**src/rtl/ifu_pkg.sv**
```systemverilog
// Shared core definitions for the instruction fetch unit: FSM encoding and boot address.
package ifu_pkg;

    localparam int unsigned IFU_XLEN     = 32;
    localparam logic [31:0] IFU_RESET_PC = 32'h8000_0000;

    typedef enum logic [1:0] {
        ST_BOOT  = 2'd0,
        ST_RUN   = 2'd1,
        ST_DRAIN = 2'd2
    } ifu_state_e;

endpackage

```
**src/rtl/ifu_fifo.sv**
```systemverilog
// Small synchronous FIFO with flush; used for the in-flight PC queue and the instruction buffer.
module ifu_fifo #(
    parameter int unsigned WIDTH = 64,
    parameter int unsigned DEPTH = 2
) (
    input  logic                         clk,
    input  logic                         rst,
    input  logic                         flush,
    input  logic                         push,
    input  logic [WIDTH-1:0]             push_data,
    input  logic                         pop,
    output logic [WIDTH-1:0]             pop_data,
    output logic [$clog2(DEPTH+1)-1:0]   count
);

    localparam int unsigned AW = $clog2(DEPTH);
    localparam int unsigned CW = $clog2(DEPTH + 1);

    logic [WIDTH-1:0] mem_q [DEPTH];
    logic [WIDTH-1:0] mem_d [DEPTH];
    logic [AW-1:0]    wr_ptr_q, wr_ptr_d;
    logic [AW-1:0]    rd_ptr_q, rd_ptr_d;
    logic [CW-1:0]    count_q, count_d;
    logic             do_push, do_pop;

    // Flush wins over any push/pop in the same cycle; push at full is legal only alongside a pop.
    always_comb begin
        mem_d    = mem_q;
        wr_ptr_d = wr_ptr_q;
        rd_ptr_d = rd_ptr_q;
        count_d  = count_q;
        do_pop   = pop && (count_q != '0);
        do_push  = push && ((count_q != CW'(DEPTH)) || do_pop);
        if (flush) begin
            wr_ptr_d = '0;
            rd_ptr_d = '0;
            count_d  = '0;
        end else begin
            if (do_push) begin
                mem_d[wr_ptr_q] = push_data;
                wr_ptr_d        = wr_ptr_q + AW'(1);
            end
            if (do_pop) begin
                rd_ptr_d = rd_ptr_q + AW'(1);
            end
            count_d = count_q + CW'(do_push) - CW'(do_pop);
        end
    end

    always_ff @(posedge clk or negedge rst) begin
        if (!rst) begin
            for (int i = 0; i < int'(DEPTH); i++) begin
                mem_q[i] <= '0;
            end
            wr_ptr_q <= '0;
            rd_ptr_q <= '0;
            count_q  <= '0;
        end else begin
            mem_q    <= mem_d;
            wr_ptr_q <= wr_ptr_d;
            rd_ptr_q <= rd_ptr_d;
            count_q  <= count_d;
        end
    end

    assign pop_data = mem_q[rd_ptr_q];
    assign count    = count_q;

endmodule

```
**src/rtl/ifu.sv**
```systemverilog
// Instruction fetch unit: credit-limited in-order fetch with redirect flush and stale-response drain.
module ifu
    import ifu_pkg::*;
#(
    parameter int unsigned     XLEN     = IFU_XLEN,
    parameter logic [XLEN-1:0] RESET_PC = XLEN'(IFU_RESET_PC),
    parameter int unsigned     DEPTH    = 2
) (
    input  logic            clk,
    input  logic            rst,
    output logic            req_valid,
    input  logic            req_ready,
    output logic [XLEN-1:0] req_addr,
    input  logic            rsp_valid,
    input  logic [XLEN-1:0] rsp_data,
    output logic            inst_valid,
    input  logic            inst_ready,
    output logic [XLEN-1:0] inst,
    output logic [XLEN-1:0] inst_pc,
    input  logic            redirect_valid,
    input  logic [XLEN-1:0] redirect_pc
);

    localparam int unsigned CW = $clog2(DEPTH + 1);
    localparam int unsigned SW = CW + 1;

    ifu_state_e        state_q, state_d;
    logic [XLEN-1:0]   pc_q, pc_d;
    logic [CW-1:0]     drop_q, drop_d;
    logic [CW-1:0]     pcq_count, ifq_count;
    logic [CW-1:0]     outstanding_c, out_next_c;
    logic [XLEN-1:0]   pcq_pc;
    logic [2*XLEN-1:0] ifq_data;
    logic              req_fire_c, rsp_keep_c, inst_pop_c;

    // In RUN every outstanding request owns a PC queue slot; in DRAIN they are all counted by drop_q.
    always_comb begin
        state_d       = state_q;
        pc_d          = pc_q;
        drop_d        = drop_q;
        outstanding_c = (state_q == ST_DRAIN) ? drop_q : pcq_count;
        req_valid     = (state_q == ST_RUN) &&
                        ((SW'(outstanding_c) + SW'(ifq_count)) < SW'(DEPTH));
        req_fire_c    = req_valid && req_ready;
        rsp_keep_c    = rsp_valid && (state_q == ST_RUN) && (drop_q == '0) && !redirect_valid;
        inst_valid    = (ifq_count != '0);
        inst_pop_c    = inst_valid && inst_ready;
        out_next_c    = outstanding_c + CW'(req_fire_c) - CW'(rsp_valid);

        case (state_q)
            ST_BOOT: state_d = ST_RUN;
            ST_RUN: begin
                if (req_fire_c) begin
                    pc_d = pc_q + XLEN'(4);
                end
            end
            ST_DRAIN: begin
                if (rsp_valid) begin
                    drop_d = drop_q - CW'(1);
                    if (drop_d == '0) begin
                        state_d = ST_RUN;
                    end
                end
            end
            default: state_d = ST_BOOT;
        endcase

        // Everything in flight at a redirect, including this cycle's request, is old-path.
        if (redirect_valid) begin
            pc_d    = redirect_pc & ~XLEN'(3);
            drop_d  = out_next_c;
            state_d = (out_next_c != '0) ? ST_DRAIN : ST_RUN;
        end
    end

    always_ff @(posedge clk or negedge rst) begin
        if (!rst) begin
            state_q <= ST_BOOT;
            pc_q    <= RESET_PC;
            drop_q  <= '0;
        end else begin
            state_q <= state_d;
            pc_q    <= pc_d;
            drop_q  <= drop_d;
        end
    end

    ifu_fifo #(
        .WIDTH (XLEN),
        .DEPTH (DEPTH)
    ) u_pc_queue (
        .clk       (clk),
        .rst       (rst),
        .flush     (redirect_valid),
        .push      (req_fire_c),
        .push_data (pc_q),
        .pop       (rsp_keep_c),
        .pop_data  (pcq_pc),
        .count     (pcq_count)
    );

    ifu_fifo #(
        .WIDTH (2 * XLEN),
        .DEPTH (DEPTH)
    ) u_inst_fifo (
        .clk       (clk),
        .rst       (rst),
        .flush     (redirect_valid),
        .push      (rsp_keep_c),
        .push_data ({pcq_pc, rsp_data}),
        .pop       (inst_pop_c),
        .pop_data  (ifq_data),
        .count     (ifq_count)
    );

    assign req_addr = pc_q;
    assign inst     = ifq_data[XLEN-1:0];
    assign inst_pc  = ifq_data[2*XLEN-1:XLEN];

endmodule

```
**config.mk**
```make
export PLATFORM = sky130hd
export DESIGN_NAME = ifu
export DESIGN_NICKNAME = d
export VERILOG_FILES = /design/src/rtl/ifu_pkg.sv /design/src/rtl/ifu_fifo.sv /design/src/rtl/ifu.sv
export SDC_FILE = /design/constraint.sdc
export NUM_CORES = 1
export LEC_CHECK = 0
export BUFFER_PORTS_ARGS = -buffer_cell sky130_fd_sc_hd__buf_2
export CAP_MARGIN = 30
export CORE_MARGIN = 2
export CORE_UTILIZATION = 35
export CTS_CLUSTER_SIZE = 28
export DETAILED_ROUTE_END_ITERATION = 16
export PLACE_DENSITY = 0.66
export SYNTH_ARGS = -nofsm -noshare
export SYNTH_HDL_FRONTEND = slang
export SYNTH_HIERARCHICAL = 1
export SYNTH_SLANG_ARGS = --single-unit
export TNS_END_PERCENT = 1
```
**constraint.sdc**
```tcl
create_clock -name clk -period 2.7 [get_ports clk]
set_input_delay 0.27 -clock clk [delete_from_list [all_inputs] [get_ports clk]]
set_output_delay 0.27 -clock clk [all_outputs]
set_load 0.01 [all_outputs]
```
# Word-level counts from Yosys, hierarchy flattened

Cells that the tools add are included.

Bits in registers: 236
Bits in latches: 0
RAM bits: 0
Bits in read-only memories: 0
Output and inout bits: 98
Logic and storage cells: 113
Memories: 0

Add/subtract/negate cells: 13
Multipliers: 0
Div/mod/pow operators: 0
$lt $le $gt $ge: 7
Eq/ne operators: 7
Shift operators: 0
Multiplexer cells: 34
Bitwise operators: 5
Reduce and logical (&&, ||, !) cells: 34

Operator list:

| operator                                                              | number |
|---|---|
| 64-bit 2-to-1 mux                                                     | 4 |
| 32-bit 2-to-1 mux                                                     | 7 |
| 128-bit bitwise mux                                                   | 1 |
| 64-bit bitwise mux                                                    | 1 |
| 64-bit demux with 1-bit select                                        | 1 |
| 32-bit by 3-bit adder with 32-bit output (second input constant)      | 1 |
| 32-bit demux with 1-bit select                                        | 1 |
| 2-bit nonzero test                                                    | 11 |
| 2-bit 2-to-1 mux                                                      | 10 |
| 1-bit logical AND                                                     | 12 |
| 2-bit greater-or-equal comparator (second input constant)             | 4 |
| 1-bit 2-to-1 mux                                                      | 8 |
| 1-bit NOT with 2-bit output                                           | 4 |
| 2-bit AND reduction                                                   | 4 |
| 2-bit by 1-bit adder with 2-bit output                                | 3 |
| 2-bit zero test                                                       | 3 |
| 2-bit != test (second input constant)                                 | 3 |
| 2-bit one-hot mux with 3 select lines                                 | 1 |
| 2-bit by 1-bit subtractor with 2-bit output                           | 3 |
| 1-bit adder (second input constant)                                   | 4 |
| 2-bit by 1-bit < comparator with 1-bit output (second input constant) | 2 |
| 2-bit by 2-bit adder with 3-bit output                                | 1 |
| 3-bit by 2-bit < comparator with 1-bit output (second input constant) | 1 |
| 3-bit by 2-bit != test with 1-bit output (second input constant)      | 1 |
| 8 further kinds                                                       | 9 |

# Depth between registers and ports, before layout

Gate-level depths: netlist (run 1).

Depth in word-level cells: 11
Depth in mapped cells: 14

# Modules after synthesis

Netlist (run 1), hierarchy kept.

Modules (own cells, without submodules):

| module                 | times used | cells an instance | area each (sq um) | seq. area each (sq um) |
|---|---|---|---|---|
| ifu_fifo (u_inst_fifo) | 1          | 363               | 5,969.5           | 3,303.2 |
| ifu_fifo (u_pc_queue)  | 1          | 193               | 3,096.7           | 1,701.6 |
| ifu                    | 1          | 245               | 2,110.8           | 852.1 |

# Least setup slack after synthesis (run 1)

OpenSTA, ideal clock, no wires.

Path type: register to register
Start point: reg state_q[0]
End point: reg state_q[0]
Library setup time: 0.124 ns
Data arrival time: 2.783 ns
Required time: 2.576 ns
Path slack: -0.207 ns
Stages on the path, launching flop included: 15
Path buffers: 0
Clock period less this slack: 2.907 ns
Cells stage by stage: dfrtp_1 > nor2b_1 > mux2_2 > nand2_1 > fa_1 > nand4b_1 > inv_2 > nand2_1 > ha_1 > inv_1 > ha_1 > xor2_1 > xnor2_1 > o21ai_1 > o31a_1

Cells in the longest elaborated chain, start to end: 11
Elaborated cells on any way between the ends: 18
Those cells by class: add/sub (3); order compare (1); eq/ne (5); mux (4); reduce/logical (5)

RTL lines:

| element                                         | RTL line  | text |
|---|---|---|
| start: declaration                              | ifu.sv:27 | `ifu_state_e state_q, state_d;` |
| start signal: assignment                        | ifu.sv:82 | `state_q <= state_d;` |
| 2-bit equality test                             | ifu.sv:41 | `outstanding_c = (state_q == ST_DRAIN) ? drop_q : pcq_count;` |
| 2-bit 2-to-1 mux                                | ifu.sv:41 |  |
| 2-bit by 2-bit adder with 3-bit output          | ifu.sv:43 | `((SW'(outstanding_c) + SW'(ifq_count)) < SW'(DEPTH));` |
| 3-bit by 2-bit < comparator with 1-bit output   | ifu.sv:43 |  |
| 1-bit logical AND (*)                           | ifu.sv:42 | `req_valid = (state_q == ST_RUN) &&` |
| named net req_valid                             | ifu.sv:11 | `output logic req_valid,` |
| 1-bit logical AND (*)                           | ifu.sv:44 | `req_fire_c = req_valid && req_ready;` |
| 2-bit by 1-bit adder with 2-bit output (*)      | ifu.sv:48 | `out_next_c = outstanding_c + CW'(req_fire_c) - CW'(rsp_valid);` |
| 2-bit by 1-bit subtractor with 2-bit output (*) | ifu.sv:48 |  |
| 2-bit nonzero test (*)                          | ifu.sv:72 | `state_d = (out_next_c != '0) ? ST_DRAIN : ST_RUN;` |
| 2-bit 2-to-1 mux (*)                            | ifu.sv:72 |  |
| 2-bit 2-to-1 mux (*)                            | ifu.sv:69 | `if (redirect_valid) begin` |

The timed path passes the listed nets; every way through them passes the cells marked *.
A chain may end at the register's enable or synchronous reset.

# Worst setup path in the final report (run 1)

Start point: reg state_q[0]
End point: reg u_pc_queue/mem_q[3] in the netlist's numbering

Cells in the longest elaborated chain, start to end: 8
Elaborated cells on any way between the ends: 14
Those cells by class: add/sub (1); order compare (1); eq/ne (2); mux (1); reduce/logical (9)

RTL lines:

| element                                       | RTL line       | text |
|---|---|---|
| 2-bit equality test                           | ifu.sv:41      |  |
| 2-bit 2-to-1 mux                              | ifu.sv:41      |  |
| 2-bit by 2-bit adder with 3-bit output        | ifu.sv:43      |  |
| 3-bit by 2-bit < comparator with 1-bit output | ifu.sv:43      |  |
| 1-bit logical AND (*)                         | ifu.sv:42      |  |
| 1-bit logical AND (*)                         | ifu.sv:44      |  |
| named net req_fire_c                          | ifu.sv:34      | `logic req_fire_c, rsp_keep_c, inst_pop_c;` |
| 1-bit logical AND (*)                         | ifu_fifo.sv:33 | `do_push = push && ((count_q != CW'(DEPTH)) \|\| do_pop);` |
| 2-bit AND reduction (no source line) (*)      | n/a            |  |
| end signal: assignment                        | ifu_fifo.sv:59 | `mem_q <= mem_d;` |
| end: declaration                              | ifu_fifo.sv:19 | `logic [WIDTH-1:0] mem_q [DEPTH];` |

Marked as above.

==> metrics.cfg, run 1 <==
[status]
status=complete, no violations

[detailed_routing]
ant_nets=0
drtPass1Iterations=4
drc=0
avgRoutedWirePerCell_um=17.7
num_vias=7105
drt_iter0_drc=212
viasPerCell=4.82
postRouteWirelength_um=26200

[synthesis]
synth.avg_cell_area_um2=14.0
synth-edff-count=0
synth-seq-area-share_pct=52.4
ys_seq_elements=234
netlist_area_um2=11200
synthFlopType=dfrtp_1
async_flop_share_pct=100
yosysWarnings=6
synth.distinct_cells=46
synthCells=801

[worst_setup_path]
crit_type=reg -> reg
cp-end-kind=register
r2r_start=state_q[0]$_DFFE_PN0P_
reg2reg_depth=11
r2r-end=u_pc_queue/mem_q[3]$_DFFE_PN0P_
crit_arrival_ps=3090
critPathMaxFanout=19
critPathLaunch=state_q[0]$_DFFE_PN0P_
ff2ff_setup_slack_ps=10
start_kind=register
crit_required_ps=3100

[die]
ios=168
die_y_um=183
start_util_pct=35.5
rows=65
core_um2=31500
die_x_um=183
dieArea_um2=33400

[final_layout]
num_antenna_cells=0
synthToLayoutAreaGrowth_pct=28.4
num-nets-final=1136
final_common_cell=dfrtp_1
drive_gt1_share_pct=51.8
final_cell_mix=dfrtp_1, mux2_2, buf_2, mux2_4, dlygate4sd3_1
utilization_pct=45.6
fin_cells=1475
final_cell_area_um2=14300

[clock_tree]
htreeDepth=1
cts_tree=built
ctsRootBufferMaster=clkbuf_16
clock_latency_ps=530
cts.path.max_buffers=3
clk_pin_slew_ps=60
cts_made_buffers=26
cts_sinks=234

[global_route]
grt_overflow_total=0
busiest_layer=met2
grt_use_met2_pct=25.4
grt_usage_pct=15.8
grt_util_met3_pct=3.13
grt_pass1_vias=7401
grt_pass1_wl_um=41900
antenna_found_initial=0
grt_max_degree=77
grtUsageMet1_pct=21.9

[hold_path]
hold_class=in -> reg
min_from=rsp_valid
min_to=state_q[1]$_DFFE_PN0P_
whs_path_depth=4

[timing]
hold_viol_final=0
fin_crit_sh_pct=99.5
slew_viol_final=0
period_minus_slack_ps=2690
fmax_ghz=0.372
rsz0062_at_grt=true
worstMarginPinSlew_ps=922
finalClockSkew_ps=11.1
relSlewSlack_pct=38.5
tns_ps=0
finalSetupViolCount=0

[place]
dp_cells=1364
postPlaceCellArea_um2=12700
numPortBuffers=163
gp_congestion=0.818
place_hpwl_um=17300

[flow_run]
drv_cap=0

[pwr]
p_per_area_nw_per_um2=848
leakage_nw=6.93
vdd_drop_max_mv=0.429

## final cells by class
| type | count | area [µm²] |
|---|---|---|
| Multi-Input combinational cell | 515 | 5120 |
| Clock buffer | 37 | 763 |
| Fill cell | 2860 | 17100 |
| Tap cell | 402 | 503 |
| Timing Repair Buffer | 267 | 1910 |
| Clock inverter | 8 | 140 |
| Inverter | 12 | 45.0 |
| Sequential cell | 234 | 5860 |
## state kept, by name, indices dropped and copies added, names as in the netlist
register,flops
drop_q,2
req_addr,30
state_q,2
u_inst_fifo/count,2
u_inst_fifo/mem_q,128
u_inst_fifo/rd_ptr_q,1
u_inst_fifo/wr_ptr_q,1
u_pc_queue/count,2
u_pc_queue/mem_q,64
u_pc_queue/rd_ptr_q,1
u_pc_queue/wr_ptr_q,1
## per-stage QoR
stage / power [mW] / hold slack [ps] / setup WS, ps
3_5_place_dp: 8.36 / 296 / -77.7
6_report: 12.2 / 168 / 13.9
2_1_floorplan: 7.11 / -25.6 / -39.0
5_1_grt: 12.9 / 160 / -129
3_3_place_gp: 8.24 / 287 / -34.4
4_1_cts: 12.3 / 124 / -27.6
## worst max path at each step
stage | to | slack, ps | cells after the start
global route | state_q[0]$_DFFE_PN0P_ | -130 | 14
detailed placement | state_q[0]$_DFFE_PN0P_ | -80 | 14
finish | u_pc_queue/mem_q[3]$_DFFE_PN0P_ | 10 | 11
floorplan | state_q[0]$_DFFE_PN0P_ | -40 | 14
global placement | state_q[0]$_DFFE_PN0P_ | -30 | 14
CTS | state_q[0]$_DFFE_PN0P_ | -30 | 14
## power breakdown
part / switching [mW] / internal, mW
Sequential: 0.540 / 4.45
Clock: 1.41 / 2.33
Combinational: 1.42 / 2.03
## critical path, stage by stage, from the launching register on
cell      delay, ps
dfrtp_1         400
nor2b_4         160
mux2_4          190
nand2_2          50
fa_1            480
nand4b_1        130
inv_2           120
nand2_4          60
inv_1           110
and4b_2         310
buf_12          220
mux2_4          320
## routing by layer
metal	part of all wire, %	wire length [µm]
met1	47	12300
met2	46	12000
met3	5.3	1380
met4	1.9	509
met5	0	0
## logic make-up (layout without fill, tap and decap cells)
| logic type | count (synthesis) | after routing | synth area share [%] |
|---|---|---|---|
| other | 1 | 6 | 0.0336 |
| flip-flops | 234 | 234 | 52.4 |
| XOR/XNOR | 34 | 34 | 2.66 |
| AND/OR/NAND/NOR | 132 | 132 | 6.22 |
| adder cells (fa/ha/maj) | 10 | 10 | 1.19 |
| buffers and inverters | 57 | 324 | 2.99 |
| multiplexers | 293 | 293 | 32.5 |
| AO/OA/AOI/OAI | 40 | 40 | 2.00 |
## synthesized netlist by cell type, types with 2 or more instances
master    count  area (µm²)
or3b_4        2        22.5
mux2i_1       4        40.0
a22oi_1       3        22.5
ha_1          9         113
and4_1        3        26.3
or4_1         2        15.0
buf_2         5        25.0
nand4_1       8        50.1
nand3_1      17        85.1
o21ai_1      19        95.1
a211o_1       2        17.5
nor4_1        5        31.3
o21a_1        2        15.0
buf_4         7        52.6
mux2_1        4        45.0
clkbuf_1     21        78.8
dfrtp_1     233        5830
and3_1        9        56.3
inv_1        11        41.3
and4b_1       2        20.0
mux2_4       90        1350
xnor2_1      14         123
mux2_2      195        2200
o21ai_0      12        60.1
xor2_1       20         175
nor2b_1       6        37.5
nor2_1       11        41.3
nor3_1        3        15.0
or3_4         2        22.5
and2_1        4        25.0
nand2_1      51         191
buf_6        11         124
## repair_timing
item / 4_1_cts / 5_1_grt
hold buffers: 63 / 0
hold endpoints to repair: 165 / 0
pin swaps: 3 / 3
setup endpoints to repair: 4 / 58
buffers inserted: 3 / 0
resized for setup: 3 / 9
(Power assumes the default switching activity.)
==> inputs of run 2 (changes only) <==
--- a/config.mk
+++ b/config.mk
@@ -11,7 +11,7 @@
 export CORE_UTILIZATION = 35
 export CTS_CLUSTER_SIZE = 28
 export DETAILED_ROUTE_END_ITERATION = 16
-export PLACE_DENSITY = 0.66
+export PLACE_DENSITY = 0.64
 export SYNTH_ARGS = -nofsm -noshare
 export SYNTH_HDL_FRONTEND = slang
 export SYNTH_HIERARCHICAL = 1
==> constraint.sdc (replaced) <==
create_clock -name clk -period 2.9 [get_ports clk]
set_input_delay 0.29 -clock clk [delete_from_list [all_inputs] [get_ports clk]]
set_output_delay 0.29 -clock clk [all_outputs]
set_load 0.01 [all_outputs]
==> run 2 against run 1 <==
Effect of this change: utilization fell by 0.099 points; maximum frequency fell by 6.5%; total power fell by 7.8%; worst setup slack improved by 12 ps; largest cell class unchanged.
==> metrics.cfg, run 2 (synthesized netlist as in run 1, its figures left out) <==
[pwr]
p_per_area_nw_per_um2=784  ; was 848 nW/µm²
leakage_nw=6.92  ; was 6.93 nW
vdd_drop_max_mv=0.494  ; was 0.429 mV
power_mw=11.2  ; was 12.2 mW

[detailed_routing]
drt_iter0_drc=251  ; was 212
num_vias=7153  ; was 7,105
avgRoutedWirePerCell_um=17.7  ; about the same
drtPass1Iterations=4  ; unchanged
ant_nets=0  ; unchanged
postRouteWirelength_um=26100  ; was 26,200 µm
drc=0  ; unchanged
viasPerCell=4.84  ; was 4.82

[worst_setup_path]
cp-end-kind=register  ; unchanged
crit_chain=nor2b_4 > mux2_4 > nand2_2 > fa_1 > nand4b_1 > inv_2 > nand2_4 > ha_4 > inv_2 > ha_4 > xor2_2 > xnor2_2 > buf_4 > nand2_1 > o21ai_1  ; was nor2b_4 > mux2_4 > nand2_2 > fa_1 > nand4b_1 > inv_2 > nand2_4 > inv_1 > and4b_2 > buf_12 > mux2_4
slowest_stage=fa_1  ; unchanged
reg2reg_depth=15  ; was 11
cp.depth=15  ; was 11
path_delay_family=adder cells  ; was simple AND/OR/NAND/NOR gates
critPathBufInv=3  ; unchanged
crit_type=reg -> reg  ; unchanged
r2r-end=drop_q[1]$_DFFE_PN0P_  ; was u_pc_queue/mem_q[3]$_DFFE_PN0P_
critPathMaxFanout=4  ; was 19
r2r_start=state_q[0]$_DFFE_PN0P_  ; unchanged
cp_slowest_stage_delay_ps=540  ; was 480 ps
crit_arrival_ps=3260  ; was 3090 ps
crit_required_ps=3280  ; was 3100 ps
start_kind=register  ; unchanged
ff2ff_setup_slack_ps=30  ; was 10 ps

[timing]
hold_viol_final=0  ; unchanged
relSlewSlack_pct=49.9  ; was 38.5%
fmax_ghz=0.348  ; was 0.372 GHz
finalSetupViolCount=0  ; unchanged
finalClockSkew_ps=16.3  ; was 11.1 ps
rsz0062_at_grt=true  ; unchanged
fin_crit_sh_pct=99.1  ; was 99.5%
slew_viol_final=0  ; unchanged
worstMarginPinSlew_ps=752  ; was 922 ps
period_minus_slack_ps=2870  ; was 2690 ps

[clock_tree]
ctsRootBufferMaster=clkbuf_16  ; unchanged
cts_sinks=234  ; unchanged
htreeDepth=1  ; unchanged
clock_latency_ps=540  ; was 530 ps
cts_made_buffers=27  ; was 26
cts_tree=built  ; unchanged
cts.path.max_buffers=3  ; unchanged
clk_pin_slew_ps=60  ; about the same

[final_layout]
largest_reg_flops=128  ; unchanged
synthToLayoutAreaGrowth_pct=28.1  ; was 28.4%
num-nets-final=1133  ; was 1,136
fin_cells=1477  ; was 1,475
largest-register=u_inst_fifo/mem_q  ; unchanged
final_common_cell=dfrtp_1  ; unchanged
final_cell_mix=dfrtp_1, mux2_2, buf_2, mux2_4, dlygate4sd3_1  ; unchanged
drive_gt1_share_pct=52.0  ; was 51.8%

[hold_path]
min_to=req_addr[4]$_DFFE_PN0P_  ; was state_q[1]$_DFFE_PN0P_
min_from=redirect_pc[4]  ; was rsp_valid
whs_path_depth=3  ; was 4
hold_class=in -> reg  ; unchanged

[die]
die_x_um=183  ; unchanged
core_um2=31500  ; unchanged
dieArea_um2=33400  ; unchanged
die_y_um=183  ; unchanged
start_util_pct=35.5  ; unchanged
rows=65  ; unchanged
ios=168  ; unchanged

[place]
numPortBuffers=163  ; unchanged
place_hpwl_um=17100  ; was 17,300 µm
dp_cells=1361  ; was 1,364
gp_congestion=0.785  ; was 0.818

[global_route]
grt_pass1_wl_um=41500  ; was 41,900 µm
grt_pass1_vias=7387  ; was 7,401
antenna_found_initial=0  ; unchanged
grt_usage_pct=15.6  ; was 15.8%
grt_overflow_total=0  ; unchanged
grt_max_degree=81  ; was 77

[flow_run]
drv_cap=0  ; unchanged

[status]
status=complete, no violations  ; unchanged

==> run 2: changes by cell type in the layout (fill, tap and decap cells not counted), moves of 3 or more <==
cell,before,now
clkbuf_1,5,2
clkbuf_8,5,9
bufinv_16,4,1
buf_4,29,25
clkinv_2,4,10
dlygate4sd3_1,63,60
buf_12,12,15
==> run 2: worst min-delay path, stage by stage <==
cell	delay, ps
buf_2	80
nand2_1	70
o21ai_0	80
==> run 2: cell type report <==
cell class | count | area (µm²)
diodes | 1 | 2.50
clock buffers | 38 | 807
clock inverters | 12 | 88.8
fillers | 2809 | 17200
inverters | 12 | 45.0
multi-input cells | 515 | 5090
flip-flops and latches | 234 | 5860
well taps | 402 | 503
repair buffers | 263 | 1910
==> run 2: routing by layer <==
metal  part of all wire, %  track usage (%)
met2                    46             24.8
met3                   5.0             2.79
met4                   2.0             4.06
met5                     0                0
met1                    47             21.9
==> run 2: through the flow <==
stage               setup slack (ps)  utilization [%]  hold slack, ps  instance area, µm²  setup TNS (ps)
floorplan                       60.9                -           -5.59               11200               0
global placement                47.2             40.4             321               12700               0
global route                   -97.5             45.5            16.1               14300            -608
finish                          25.9             45.5            30.7               14300               0
detailed placement              4.22             40.4             317               12700               0
CTS                             3.87             45.3            4.32               14200               0
==> run 2: worst max-delay path by stage <==
stage	start	end	slack (ps)
final	state_q[0]$_DFFE_PN0P_	drop_q[1]$_DFFE_PN0P_	30
after global routing	state_q[0]$_DFFE_PN0P_	state_q[1]$_DFFE_PN0P_	-100
after CTS	state_q[0]$_DFFE_PN0P_	state_q[0]$_DFFE_PN0P_	4
after detailed placement	state_q[0]$_DFFE_PN0P_	state_q[0]$_DFFE_PN0P_	4
after global placement	state_q[0]$_DFFE_PN0P_	state_q[0]$_DFFE_PN0P_	50
after floorplan	state_q[1]$_DFFE_PN0P_	state_q[1]$_DFFE_PN0P_	60
==> run 2: where the power goes <==
part | switching [mW] | leakage, nW | total (mW) | internal [mW]
clock | 1.35 | 0.458 | 3.37 | 2.02
sequential | 0.495 | 3.07 | 4.63 | 4.14
combinational | 1.32 | 3.39 | 3.22 | 1.90
==> run 2: timing repair <==
action,CTS,global route
setup buffers,4,1
pin swaps,3,8
hold buffers,60,0
endpoints found under the hold margin,165,0
setup endpoints to repair,2,31
resized for setup,0,14
